## src/rtl/instr_encoder.sv

```systemverilog
// RV32I instruction encoder: packs decode-stage fields into 32-bit words, buffers
// them in a small FIFO and writes them to consecutive instruction-memory addresses.
module instr_encoder #(
  parameter int          DEPTH     = 4,
  parameter int          ADDR_W    = 10,
  parameter int unsigned BASE_ADDR = 0
) (
  input  logic                       clk,
  input  logic                       rst_n,
  input  logic                       flush,
  input  logic                       in_valid,
  output logic                       in_ready,
  input  logic [6:0]                 op,
  input  logic [2:0]                 func,
  input  logic [6:0]                 f7,
  input  logic [4:0]                 rd,
  input  logic [4:0]                 rs1,
  input  logic [4:0]                 rs2,
  input  logic [19:0]                imm,
  output logic                       mem_req,
  input  logic                       mem_gnt,
  output logic [ADDR_W-1:0]          mem_addr,
  output logic [31:0]                mem_wdata,
  output logic [$clog2(DEPTH):0]     level,
  output logic                       bad_op
);

  localparam int PTR_W = $clog2(DEPTH);

  localparam logic [6:0] OP_LOAD   = 7'h03;
  localparam logic [6:0] OP_OPIMM  = 7'h13;
  localparam logic [6:0] OP_JALR   = 7'h67;
  localparam logic [6:0] OP_STORE  = 7'h23;
  localparam logic [6:0] OP_BRANCH = 7'h63;
  localparam logic [6:0] OP_JAL    = 7'h6F;
  localparam logic [6:0] OP_LUI    = 7'h37;
  localparam logic [6:0] OP_AUIPC  = 7'h17;
  localparam logic [6:0] OP_REG    = 7'h33;

  logic [31:0]       word;
  logic              fmt_ok;
  logic              full;
  logic              push;
  logic              pop;
  logic              accept;
  logic [PTR_W-1:0]  wr_ptr;
  logic [PTR_W-1:0]  rd_ptr;
  logic [PTR_W:0]    level_q;
  logic [ADDR_W-1:0] addr_q;
  logic              bad_q;
  logic [31:0]       fifo_mem [DEPTH];

  // Field packing; every bit a format does not use stays zero.
  always_comb begin
    word   = '0;
    fmt_ok = 1'b1;
    case (op)
      OP_LOAD, OP_OPIMM, OP_JALR: word = {imm[11:0], rs1, func, rd, op};
      OP_STORE:                   word = {imm[11:5], rs2, rs1, func, imm[4:0], op};
      OP_BRANCH:                  word = {imm[11], imm[9:4], rs2, rs1, func,
                                          imm[3:0], imm[10], op};
      OP_JAL:                     word = {imm[19], imm[9:0], imm[10], imm[18:11], rd, op};
      OP_LUI, OP_AUIPC:           word = {imm[19:0], rd, op};
      OP_REG:                     word = {f7, rs2, rs1, func, rd, op};
      default:                    fmt_ok = 1'b0;
    endcase
  end

  // Handshake: a field set transfers on a rising edge where in_valid && in_ready.
  // in_ready depends only on FIFO fullness and flush, never on in_valid or mem_gnt.
  // Unsupported opcodes still complete the handshake but are dropped.
  assign full     = (level_q == (PTR_W+1)'(DEPTH));
  assign in_ready = !full && !flush;
  assign accept   = in_valid && in_ready;
  assign push     = accept && fmt_ok;
  assign mem_req  = (level_q != '0);
  assign pop      = mem_req && mem_gnt && !flush;

  always_ff @(posedge clk or negedge rst_n) begin
    if (!rst_n) begin
      wr_ptr  <= '0;
      rd_ptr  <= '0;
      level_q <= '0;
      addr_q  <= ADDR_W'(BASE_ADDR);
      bad_q   <= 1'b0;
    end else if (flush) begin
      wr_ptr  <= '0;
      rd_ptr  <= '0;
      level_q <= '0;
      addr_q  <= ADDR_W'(BASE_ADDR);
      bad_q   <= 1'b0;
    end else begin
      if (push) wr_ptr <= wr_ptr + 1'b1;
      if (pop) begin
        rd_ptr <= rd_ptr + 1'b1;
        addr_q <= addr_q + 1'b1;
      end
      case ({push, pop})
        2'b10:   level_q <= level_q + 1'b1;
        2'b01:   level_q <= level_q - 1'b1;
        default: level_q <= level_q;
      endcase
      if (accept && !fmt_ok) bad_q <= 1'b1;
    end
  end

  // Storage needs no reset: the head is masked whenever the FIFO is empty.
  always_ff @(posedge clk) begin
    if (push) fifo_mem[wr_ptr] <= word;
  end

  assign mem_wdata = mem_req ? fifo_mem[rd_ptr] : '0;
  assign mem_addr  = addr_q;
  assign level     = level_q;
  assign bad_op    = bad_q;

endmodule

```

## config.mk

```make
export PLATFORM = sky130hd
export DESIGN_NAME = instr_encoder
export DESIGN_NICKNAME = d
export VERILOG_FILES = /design/src/rtl/instr_encoder.sv
export SDC_FILE = /design/constraint.sdc
export NUM_CORES = 1
export LEC_CHECK = 0
export CORE_MARGIN = 2
export CORE_UTILIZATION = 48
export CTS_CLUSTER_SIZE = 14
export DETAILED_ROUTE_END_ITERATION = 10
export PLACE_DENSITY = 0.84
export SKIP_LAST_GASP = 1
export SYNTH_ARGS = -nofsm -noshare
export SYNTH_HDL_FRONTEND = slang
export SYNTH_SLANG_ARGS = --single-unit
```

## constraint.sdc

```tcl
create_clock -name clk -period 2.5 [get_ports clk]
set_clock_uncertainty 0.05 [all_clocks]
set_input_delay 0.375 -clock clk [delete_from_list [all_inputs] [get_ports clk]]
set_output_delay 0.375 -clock clk [all_outputs]
set_load 0.01 [all_outputs]
```

### Yosys cells after proc, flatten, opt, wreduce, memory -nomap -nowiden

Memories as Yosys holds them, arrays and structs flattened.
Cells that the tools add are included.
W data, S select, Z words.

| storage, ports and cells | value |
|---|---|
| flip-flop bits (word level) | 18 |
| word-level logic and storage cells | 55 |
| memory bits (writable) | 128 |
| memories kept | 1 |
| input bits | 57 |

Memory list:

| name | depth | bits a word | read ports | clocked after Yosys merged registers in | wr ports | RTL line | text |
|---|---|---|---|---|---|---|---|
| fifo_mem | 4 | 32 | 1 | 0 | 1 | 51 | `logic [31:0] fifo_mem [DEPTH];` |

| cells by class | value |
|---|---|
| multiplexer cells | 15 |
| eq/ne operators | 12 |
| $add $sub $neg | 5 |
| reductions and logical operators | 17 |

Operators by type and width:

| cell | number |
|---|---|
| $pmux W32 S6 | 1 |
| $mux W32 | 1 |
| $eq A7 B6 Y1 const B | 3 |
| $eq A7 B7 Y1 const B | 3 |
| $mux W10 | 2 |
| $eq A7 B5 Y1 const B | 2 |
| $add A10 B1 Y10 const B | 1 |
| $reduce_or A9 Y1 | 1 |
| $mux W2 | 4 |
| $eq A7 B2 Y1 const B | 1 |
| $logic_and A1 B1 Y1 | 6 |
| $pmux W3 S2 | 1 |
| $reduce_bool A2 Y1 | 3 |
| $reduce_bool A3 Y1 | 2 |
| $mux W1 | 5 |
| $add A2 B1 Y2 const B | 2 |
| $add A3 B1 Y3 const B | 1 |
| $eq A3 B3 Y1 const B | 1 |
| $logic_not A1 Y1 | 3 |
| $mux W3 | 1 |
| $reduce_or A3 Y1 | 1 |
| $sub A3 B1 Y3 const B | 1 |
| $eq A2 B1 Y1 const B | 1 |
| $eq A2 B2 Y1 const B | 1 |
| $reduce_or A2 Y1 | 1 |

### Logic depth before layout (Yosys ltp)

Gate-level depths: netlist of run 1.

| depth | value |
|---|---|
| depth after elaboration | 8 |
| mapped depth | 9 |
| depth with buffers taken out | 8 |

### Worst setup path after synthesis of run 1

OpenSTA, ideal clock, no wires.

| timing path | value |
|---|---|
| path type | input port to flip-flop |
| start point | input port op[4] |
| end point | memory fifo_mem[1][0], enable pin |
| data arrival time | 2.153 ns |
| setup slack | -0.095 ns |
| stages on the path | 5 |
| path through | buf_4 > or3b_4 > and2_4 > a21oi_4 > and2_1 |

| on the way | value |
|---|---|
| word-level cells in the longest chain between the ends | 6 |
| elaborated cells on any way between the ends | 14 |

Ends and longest elaborated chain:

| element | RTL line | text |
|---|---|---|
| from (decl) | 13 | `input logic [6:0] op,` |
| $eq A7 B6 Y1 (tied with other cells) | 57 | `case (op)` |
| $reduce_or A9 Y1 (no source line) * | - |  |
| $mux W1 * | 57 |  |
| $logic_and A1 B1 Y1 * | 75 | `assign push = accept && fmt_ok;` |
| $mux W1 * | 109 | `if (push) fifo_mem[wr_ptr] <= word;` |
| $mux W1 (implied by the code) * | 109 |  |
| to (decl) | 51 |  |

Mark *: on every way between the ends. The rest lies on a longest branch, timed or not.

### Worst setup path after layout of run 1

| timing path | value |
|---|---|
| start point | register rd_ptr[0] |
| end point | output port mem_wdata[7] |

| on the way | value |
|---|---|
| word-level cells in the longest chain between the ends | 2 |

Ends and longest elaborated chain:

| element | RTL line | text |
|---|---|---|
| from (decl) | 47 | `logic [PTR_W-1:0] rd_ptr;` |
| from (signal assigned) | 95 | `rd_ptr <= rd_ptr + 1'b1;` |
| $mem_v2 Z4 W32 | - |  |
| $mux W32 | 112 | `assign mem_wdata = mem_req ? fifo_mem[rd_ptr] : '0;` |
| to (decl) | 23 | `output logic [31:0] mem_wdata,` |

No other way between the ends.

==> impl_metrics.py, run 1 <==
metrics = {
    "floorplan": {
        "rows": 42,
        "fp.dieH_um": 120,
        "die_area_um2": 14400,
        "ios": 105,
        "fp.coreArea_um2": 13200,
        "start_util": 0.491,
        "die_w_um": 120,
    },
    "setup_path": {
        "crit_required_ps": 2080,
        "worstSetupPathType": "reg2out",
        "endpoint_kind": "output port",
        "path_buf_inv": 4,
        "cpPeakStageDelay_ps": 520,
        "crit_arrival_ps": 2130,
        "r2r_slack_ps": 250,
        "path_cells": "buf_6, buf_12, buf_16, mux4_2, nor2b_1, clkdlybuf4s15_1",
        "critical_path.top_delay_family": "buffers and inverters",
        "cp-start-kind": "flop",
        "path_max_fanout": 6,
        "slowest_stage": "mux4_2",
    },
    "pwr": {
        "p_leak_uw": 0.00326,
        "p_per_area_nw_per_um2": 839,
        "ir_drop_mv": 0.575,
    },
    "synth": {
        "synth_area_per_cell_um2": 15.3,
        "ys.warnings.count": 0,
        "synthesis.area_um2": 6480,
        "synth-seq-area-share": 0.663,
        "ys_seq_elements": 146,
        "synth_nets": 487,
        "yosysUniqueCellTypes": 39,
        "syn_inst": 424,
    },
    "grt": {
        "antenna_found_initial": 0,
        "grt_pass1_wl_um": 24800,
        "grt_overflow": 0,
        "grt_max_degree": 34,
        "grt_pass1_vias": 4555,
        "grt_usage": 0.236,
    },
    "sta": {
        "rsz0062_at_grt": "true",
        "min_period_over_period": 1.02,
        "slew_viol_final": 0,
        "tightest_slew_ps": 804,
        "worst_slack_ps": -52.8,
        "max_freq_ghz": 0.392,
        "min_period_ps": 2550,
        "relSlewSlack": 0.462,
        "hold_viol": 0,
        "finalSetupViolCount": 5,
        "setup-tns-final_ps": -169,
    },
    "clock_network": {
        "cts.sinks": 146,
        "htreeDepth": 4,
        "clk_pin_slew_worst_paths_ps": 60,
        "cts_tree": "built",
        "ctsLongestPathBuffers": 2,
        "root_buffer": "clkbuf_16",
        "numCtsBuffers": 17,
        "ctsHoldBuffers": 0,
        "clock_latency_ps": 420,
    },
    "drt": {
        "routed_wl_um": 16500,
        "vias": 4465,
        "route.detailed.drc": 0,
        "wire_per_inst_um": 21.6,
        "drt_iter0_markers": 701,
        "ant_nets": 0,
        "detail_route.vias_per_cell": 5.83,
        "drt_first_pass_iters": 7,
    },
    "finish": {
        "syn_to_final_growth_pct": 35.3,
        "nFillCells": 899,
        "final_nets": 640,
        "antennaDiodeCount": 0,
        "fin_cells": 766,
        "drive_above_1_share": 0.237,
    },
    "outcome": {
        "status": "complete, but fails checks",
        "violations": "negative setup slack",
    },
    "placed_design": {
        "place_hpwl_um": 10700,
        "numPortBuffers": 104,
        "dp.cells": 724,
        "place.gp.congestion": 0.847,
    },
    "hold_path": {
        "hold_class": "in2async",
    },
    "run": {
        "maxCapViolCount": 0,
    },
}
[worst paths after layout]
kind / end / start / cells past startpoint
setup / recovery: mem_wdata[7] / rd_ptr[0] / 6
hold / removal: mem_addr[9] / rst_n / 1
setup reg to reg: level[2] / level[0] / 8
hold reg to reg: bad_op / bad_op / 2
max in group asynchronous: rd_ptr[0] / rst_n / 1
min in group clk: bad_op / bad_op / 2
[per-stage QoR]
step           power, µW  instance area (µm²)  hold slack (ps)  setup WS [ps]   util
6_report            7360                 8770              375          -52.8  0.665
2_1_floorplan       3720                 6490             29.4           22.6      -
4_1_cts             7400                 8800              383           -138  0.667
3_5_place_dp        4720                 8080              479           -257  0.612
3_3_place_gp        4710                 8080              473           -234  0.612
5_1_grt             7630                 8770              454           -109  0.665
[metal layers]
metal,vias up,part of all wire,GRT usage
met4,0,0.028,0.121
met1,2180,0.37,0.283
met5,-,0,0
met2,303,0.51,0.392
met3,43,0.089,0.0642
li1,1939,-,-
[registers in the layout, summed over array words and instances, names as in the netlist]
register / flops
bad_op: 1
fifo_mem: 128
level: 3
mem_addr: 10
rd_ptr: 2
wr_ptr: 2
[report_power, final]
group | switching (µW) | internal [µW] | total [µW]
combinational | 949 | 1100 | 2050
clock | 935 | 1650 | 2590
sequential | 40.2 | 2670 | 2710
[synth_stat cells, drive strengths merged]
cell / n / area, µm²
edfxtp: 128 / 3840
nor2: 26 / 97.6
dfrtp: 18 / 450
fa: 1 / 20.0
o22ai: 2 / 12.5
mux2i: 3 / 30.0
or3b: 1 / 11.3
a222oi: 19 / 190
nand2b: 3 / 18.8
buf: 5 / 27.5
nor4: 1 / 6.26
nand2: 46 / 173
o21ai: 2 / 10.0
clkbuf: 15 / 56.3
a22oi: 5 / 37.5
nand3: 1 / 5.00
o21bai: 1 / 7.51
mux4: 32 / 721
inv: 15 / 56.3
a2111o: 1 / 11.3
or3: 1 / 6.26
xor2: 8 / 70.1
and2: 6 / 40.0
and3: 5 / 31.3
xnor2: 5 / 43.8
ha: 5 / 62.6
a21oi: 16 / 91.3
nor3: 3 / 15.0
nand4: 6 / 37.5
or2: 2 / 12.5
nor2b: 37 / 231
mux2: 2 / 26.3
and4: 2 / 17.5
nand4b: 1 / 8.76
[cell type report]
| cell class | count | area [µm²] | area share |
|---|---|---|---|
| multi-input combinational | 243 | 2060 | 0.235 |
| timing repair buffer | 154 | 1530 | 0.175 |
| sequential | 146 | 4300 | 0.490 |
| clock inverter | 12 | 164 | 0.0187 |
| tap | 176 | 220 | 0.0251 |
| clock buffer | 20 | 437 | 0.0498 |
| inverter | 15 | 56.3 | 0.00642 |
[timing repair]
action,4_1_cts,5_1_grt
setup endpoints to repair,33,20
gates cloned,3,0
resized for setup,54,29
pin swaps,0,0
setup buffers,6,2
endpoints found under the hold margin,0,0
[layout by cell type (no fill, tap or decap), drive strengths merged, types with 8 or more instances in the layout]
| master | n |
|---|---|
| clkinv | 8 |
| buf | 55 |
| clkdlybuf4s50 | 72 |
| edfxtp | 128 |
| nor2 | 26 |
| mux4 | 32 |
| a222oi | 19 |
| inv | 15 |
| dlygate4sd2 | 13 |
| dfrtp | 18 |
| xor2 | 8 |
| nand2 | 46 |
| clkbuf | 33 |
| a21oi | 16 |
| nor2b | 37 |
[cell families after synthesis]
family / Yosys count / share of synthesized area
flops: 146 / 0.663
simple gates: 141 / 0.110
mux: 37 / 0.120
compound gates: 46 / 0.0556
fa+ha+maj: 6 / 0.0127
buf+inv: 35 / 0.0216
xor+xnor: 13 / 0.0176
(Power assumes the default switching activity.)
==> run 2, diff against run 1 <==
--- a/config.mk
+++ b/config.mk
@@ -5,6 +5,7 @@
 export SDC_FILE = /design/constraint.sdc
 export NUM_CORES = 1
 export LEC_CHECK = 0
+export CORE_ASPECT_RATIO = 0.9
 export CORE_MARGIN = 2
 export CORE_UTILIZATION = 48
 export CTS_CLUSTER_SIZE = 14
==> impl_metrics.py, run 2 (synthesis gave the netlist of run 1 again) <==
metrics = {
    "finish": {
        "top_register": "fifo_mem",
        "final_nets": 639,
        "antennaDiodeCount": 0,
        "layout.cells.most_common": "edfxtp_1",
        "drive_above_1_share": 0.238,
        "largest_register_ffs": 128,
        "syn_to_final_growth_pct": 35.2,
        "layout_common_cells": "edfxtp_1 (128), clkdlybuf4s50_1 (83), nand2_1 (46)",
    },
    "grt": {
        "grt_usage": 0.228,
        "grt_pass1_vias": 4440,
        "grt_overflow": 0,
        "grt_pass1_wl_um": 24300,
        "grt_max_degree": 33,
        "antenna_found_initial": 0,
    },
    "setup_path": {
        "cp-start-kind": "flop",
        "crit_arrival_ps": 2180,
        "worstSetupPathType": "reg2out",
        "endpoint_kind": "output port",
        "crit_required_ps": 2080,
        "path_max_fanout": 11,
    },
    "pwr": {
        "comb_power_share": 0.290,
        "switching_share": 0.271,
        "ir_drop_mv": 0.383,
        "seqPwrFrac": 0.373,
        "switchingPower_uw": 1980,
        "p_per_area_nw_per_um2": 832,
        "clock_power_share": 0.337,
        "p_leak_uw": 0.00322,
        "p_int_uw": 5310,
        "p_total_uw": 7290,
    },
    "outcome": {
        "violations": "negative setup slack",
        "status": "complete, but fails checks",
    },
    "run": {
        "maxCapViolCount": 0,
    },
    "sta": {
        "min_period_ps": 2610,
        "hold_viol": 0,
        "rsz0062_at_grt": "true",
        "finalSetupViolCount": 13,
        "setup-tns-final_ps": -886,
        "tightest_slew_ps": 800,
        "max_freq_ghz": 0.384,
        "holdWs_ps": 371,
        "slew_viol_final": 0,
        "worst_slack_ps": -107,
        "relSlewSlack": 0.465,
        "min_period_over_period": 1.04,
    },
    "floorplan": {
        "die_w_um": 126,
        "fp.dieH_um": 114,
        "start_util": 0.489,
        "fp.coreArea_um2": 13300,
        "die_area_um2": 14400,
        "ios": 105,
        "rows": 40,
    },
    "clock_network": {
        "cts.sinks": 146,
        "root_buffer": "clkbuf_16",
        "ctsLongestPathBuffers": 2,
        "cts_tree": "built",
        "numCtsBuffers": 17,
        "clk_pin_slew_worst_paths_ps": 60,
        "ctsHoldBuffers": 0,
        "clock_latency_ps": 420,
        "htreeDepth": 4,
    },
    "drt": {
        "vias": 4460,
        "drt_first_pass_iters": 7,
        "route.detailed.drc": 0,
        "drt_iter0_markers": 669,
        "ant_nets": 0,
        "detail_route.vias_per_cell": 5.89,
        "routed_wl_um": 16400,
        "wire_per_inst_um": 21.7,
    },
    "placed_design": {
        "place.gp.congestion": 0.860,
        "numPortBuffers": 104,
        "place_hpwl_um": 10700,
        "pre_cts_slack_ps": -276,
    },
    "hold_path": {
        "hold_class": "in2async",
    },
}
==> run 2: cell count changes in the layout (fill, tap and decap cells not counted), moves of 2 or more <==
cell,change
clkinvlp_4,+4
buf_12,+2
buf_6,-2
bufinv_16,-2
dlygate4sd2_1,-8
clkbuf_1,-3
clkbuf_2,-2
buf_16,-3
inv_6,+4
clkinv_2,-2
clkdlybuf4s50_1,+11
==> run 2: through the flow <==
stage	instances	instance area, µm²	util
finish	757	8760	0.661
global route	757	8760	0.661
CTS	751	8760	0.660
detailed placement	713	8080	0.609
global placement	713	8080	0.609
floorplan	424	6490	-
==> run 2: repair_timing <==
item	in CTS	in global routing
setup buffers	4	6
resized for setup	33	28
cloned	2	1
setup endpoints to repair	32	28
==> run 2: path summary, 6_finish.rpt <==
kind	startpoint	slack, ps	to	cells after the start
min in group clk	bad_op	510	bad_op	2
setup reg to reg	level[0]	260	level[2]	8
max in group asynchronous	rst_n	1480	rd_ptr[0]	1
hold reg to reg	bad_op	510	bad_op	2
setup / recovery	rd_ptr[0]	-110	mem_wdata[3]	4
hold / removal	rst_n	370	mem_addr[7]	1
==> run 2: area by class of cell <==
class / instances / area, µm²
fillers: 853 / 4500
flip-flops and latches: 146 / 4300
multi-input cells: 243 / 2070
repair buffers: 153 / 1550
clock buffers: 17 / 425
well taps: 168 / 210
clock inverters: 15 / 155
inverters: 15 / 56.3
==> run 2: per-layer routing <==
metal | global-route usage | vias to the layer above | routed length (µm)
met5 | 0 | - | 0
met4 | 0.117 | 0 | 523
met3 | 0.0481 | 42 | 1190
met2 | 0.384 | 229 | 8570
met1 | 0.282 | 2247 | 6160
li1 | - | 1942 | -
==> run 2: critical path, stage by stage (launching register included) <==
cell,delay (ps)
dfrtp_2,410
buf_12,180
mux4_2,550
nor2b_1,150
clkdlybuf4s50_1,470
==> run 2: power groups by stage <==
stage	registers, µW	clock network [µW]	logic (µW)
floorplan	2770	0	957
global placement	2760	0	1960
detailed placement	2760	0	1980
CTS	2720	2490	2080
global route	2720	2600	2250
finish	2720	2460	2120
==> run 3, diff against run 2 <==
--- a/config.mk
+++ b/config.mk
@@ -5,12 +5,13 @@
 export SDC_FILE = /design/constraint.sdc
 export NUM_CORES = 1
 export LEC_CHECK = 0
+export ABC_AREA = 1
 export CORE_ASPECT_RATIO = 0.9
 export CORE_MARGIN = 2
-export CORE_UTILIZATION = 48
+export CORE_UTILIZATION = 49
 export CTS_CLUSTER_SIZE = 14
 export DETAILED_ROUTE_END_ITERATION = 10
-export PLACE_DENSITY = 0.84
+export PLACE_DENSITY = 0.85
 export SKIP_LAST_GASP = 1
 export SYNTH_ARGS = -nofsm -noshare
 export SYNTH_HDL_FRONTEND = slang
==> impl_metrics.py, run 3 <==
metrics = {
    "outcome": {
        "status": "completed",
    },
    "finish": {
        "layout.cells.most_common": "nor2_1",
        "stdcell_area_um2": 9110,
        "regArea_um2": 4300,
        "largest_register_ffs": 128,
        "fin_util": 0.682,
        "top_register": "fifo_mem",
        "fin_cells": 976,
        "layout_common_cells": "nor2_1 (142), edfxtp_1 (128), nand2_1 (77)",
        "syn_to_final_growth_pct": 35.8,
        "multi_input_area_um2": 2160,
        "nFillCells": 876,
        "drive_above_1_share": 0.150,
        "final_nets": 858,
        "antennaDiodeCount": 0,
    },
    "setup_path": {
        "endpoint_kind": "output port",
        "cp-start-kind": "flop",
        "crit_required_ps": 2080,
        "worstSetupPathType": "reg2out",
        "path_max_fanout": 16,
        "r2r_slack_ps": 380,
        "crit_arrival_ps": 2010,
    },
    "floorplan": {
        "die_w_um": 127,
        "fp.coreArea_um2": 13400,
        "rows": 40,
        "ios": 105,
        "die_area_um2": 14700,
        "fp.dieH_um": 115,
        "start_util": 0.502,
    },
    "synth": {
        "synth.area.top_cells": "edfxtp_1 (57%), nor2_1 (8.2%), dfrtp_1 (6.7%)",
        "ys_dominant_reg_cell": "edfxtp_1",
        "syn_inst": 649,
        "synth_top_area_share": 0.573,
        "ys_async_sr_fraction": 0.123,
        "synth-seq-area-share": 0.640,
        "synth.most_common_cell": "nor2_1",
        "synthesis.area_um2": 6710,
        "ys_top_cells_by_count": "nor2_1 (147), edfxtp_1 (128), nand2_1 (77), o21ai_0 (74), a21oi_1 (40)",
        "synth_area_per_cell_um2": 10.3,
        "yosysUniqueCellTypes": 39,
        "synth_nets": 712,
        "ys_seq_elements": 146,
        "synth_enable_flop_cells": 128,
        "ys.warnings.count": 0,
        "synth_top_area_cell": "edfxtp_1",
    },
    "grt": {
        "busiest_layer": "met2",
        "met3_usage": 0.0479,
        "gr-usage-met1": 0.335,
        "grt_pass1_wl_um": 28900,
        "grt_overflow": 0,
        "grt_pass1_vias": 5508,
        "antenna_found_initial": 0,
        "grt_usage": 0.260,
        "grt_max_degree": 35,
        "grt.met2_usage": 0.441,
    },
    "clock_network": {
        "numCtsBuffers": 17,
        "cts.sinks": 146,
        "htreeDepth": 4,
        "root_buffer": "clkbuf_16",
        "cts_tree": "built",
        "ctsLongestPathBuffers": 2,
        "clock_latency_ps": 420,
        "ctsHoldBuffers": 0,
        "clk_pin_slew_worst_paths_ps": 60,
    },
    "sta": {
        "finalSetupViolCount": 0,
        "min_period_ps": 2430,
        "min_period_over_period": 0.972,
        "hold_viol": 0,
        "slew_viol_final": 0,
        "worst_slack_ps": 69.4,
        "tightest_slew_ps": 591,
        "relSlewSlack": 0.604,
        "max_freq_ghz": 0.411,
        "holdWs_ps": 219,
    },
    "drt": {
        "ant_nets": 0,
        "detail_route.vias_per_cell": 5.80,
        "vias": 5660,
        "drt_first_pass_iters": 6,
        "wire_per_inst_um": 19.7,
        "routed_wl_um": 19200,
        "drt_iter0_markers": 710,
        "route.detailed.drc": 0,
    },
    "placed_design": {
        "dp.cells": 935,
        "dpl-instance-area_um2": 8300,
        "numPortBuffers": 104,
        "place_hpwl_um": 11600,
        "place.gp.congestion": 0.912,
        "pre_cts_slack_ps": -285,
    },
    "hold_path": {
        "hold_class": "in2async",
    },
    "pwr": {
        "p_per_area_nw_per_um2": 826,
        "ir_drop_mv": 0.521,
        "p_leak_uw": 0.00373,
    },
    "run": {
        "maxCapViolCount": 0,
    },
}
-- run 3: final timing paths --
path / to / startpoint / cells past startpoint
setup / recovery: mem_wdata[24] / level[0] / 7
hold / removal: mem_addr[4] / rst_n / 1
setup reg to reg: level[2] / level[2] / 12
hold reg to reg: bad_op / bad_op / 1
max in group asynchronous: rd_ptr[0] / rst_n / 2
min in group clk: bad_op / bad_op / 1
-- run 3: cell type report --
| cell class | count | area share |
|---|---|---|
| tap | 168 | 0.0231 |
| inverter | 49 | 0.0205 |
| timing repair buffer | 154 | 0.185 |
| clock buffer | 20 | 0.0479 |
| sequential | 146 | 0.472 |
| multi-input combinational | 427 | 0.237 |
| clock inverter | 12 | 0.0148 |
-- run 3: what timing repair did --
| item | CTS | global route |
|---|---|---|
| gates resized for setup | 16 | 31 |
| cloned | 2 | 2 |
| setup endpoints to repair | 32 | 25 |
| pin swaps | 4 | 2 |
| setup buffers | 2 | 3 |
-- run 3: power breakdown --
group	switching [µW]	total [µW]	internal (µW)
sequential	57.1	2740	2680
combinational	1260	2320	1060
clock	991	2460	1470
total	2310	7520	5220
-- run 3: cell families after synthesis --
kind of cell,synth area share
compound gates,0.125
xor+xnor,0.00261
fa+ha+maj,0.0123
buf+inv,0.0436
flops,0.640
simple gates,0.177
-- run 3: per-stage QoR --
stage                     power, µW  TNS [ps]
after floorplan                3740    -63320
after global placement         4840      -146
after detailed placement       4880     -3820
after CTS                      7390     -1080
after global routing           7800     -10.5
final                          7520         0
-- run 3: critical path, stage by stage, from the launching register on --
cell,delay [ps]
dfrtp_2,420
nor2_2,60
nand2_1,140
inv_2,80
buf_4,160
clkbuf_16,190
a21oi_1,230
dlygate4sd2_1,310
-- run 3: layer usage --
metal	up-vias	wire length, µm
li1	2559	-
met4	0	610
met5	-	0
met3	64	1930
met2	386	9450
met1	2651	7220
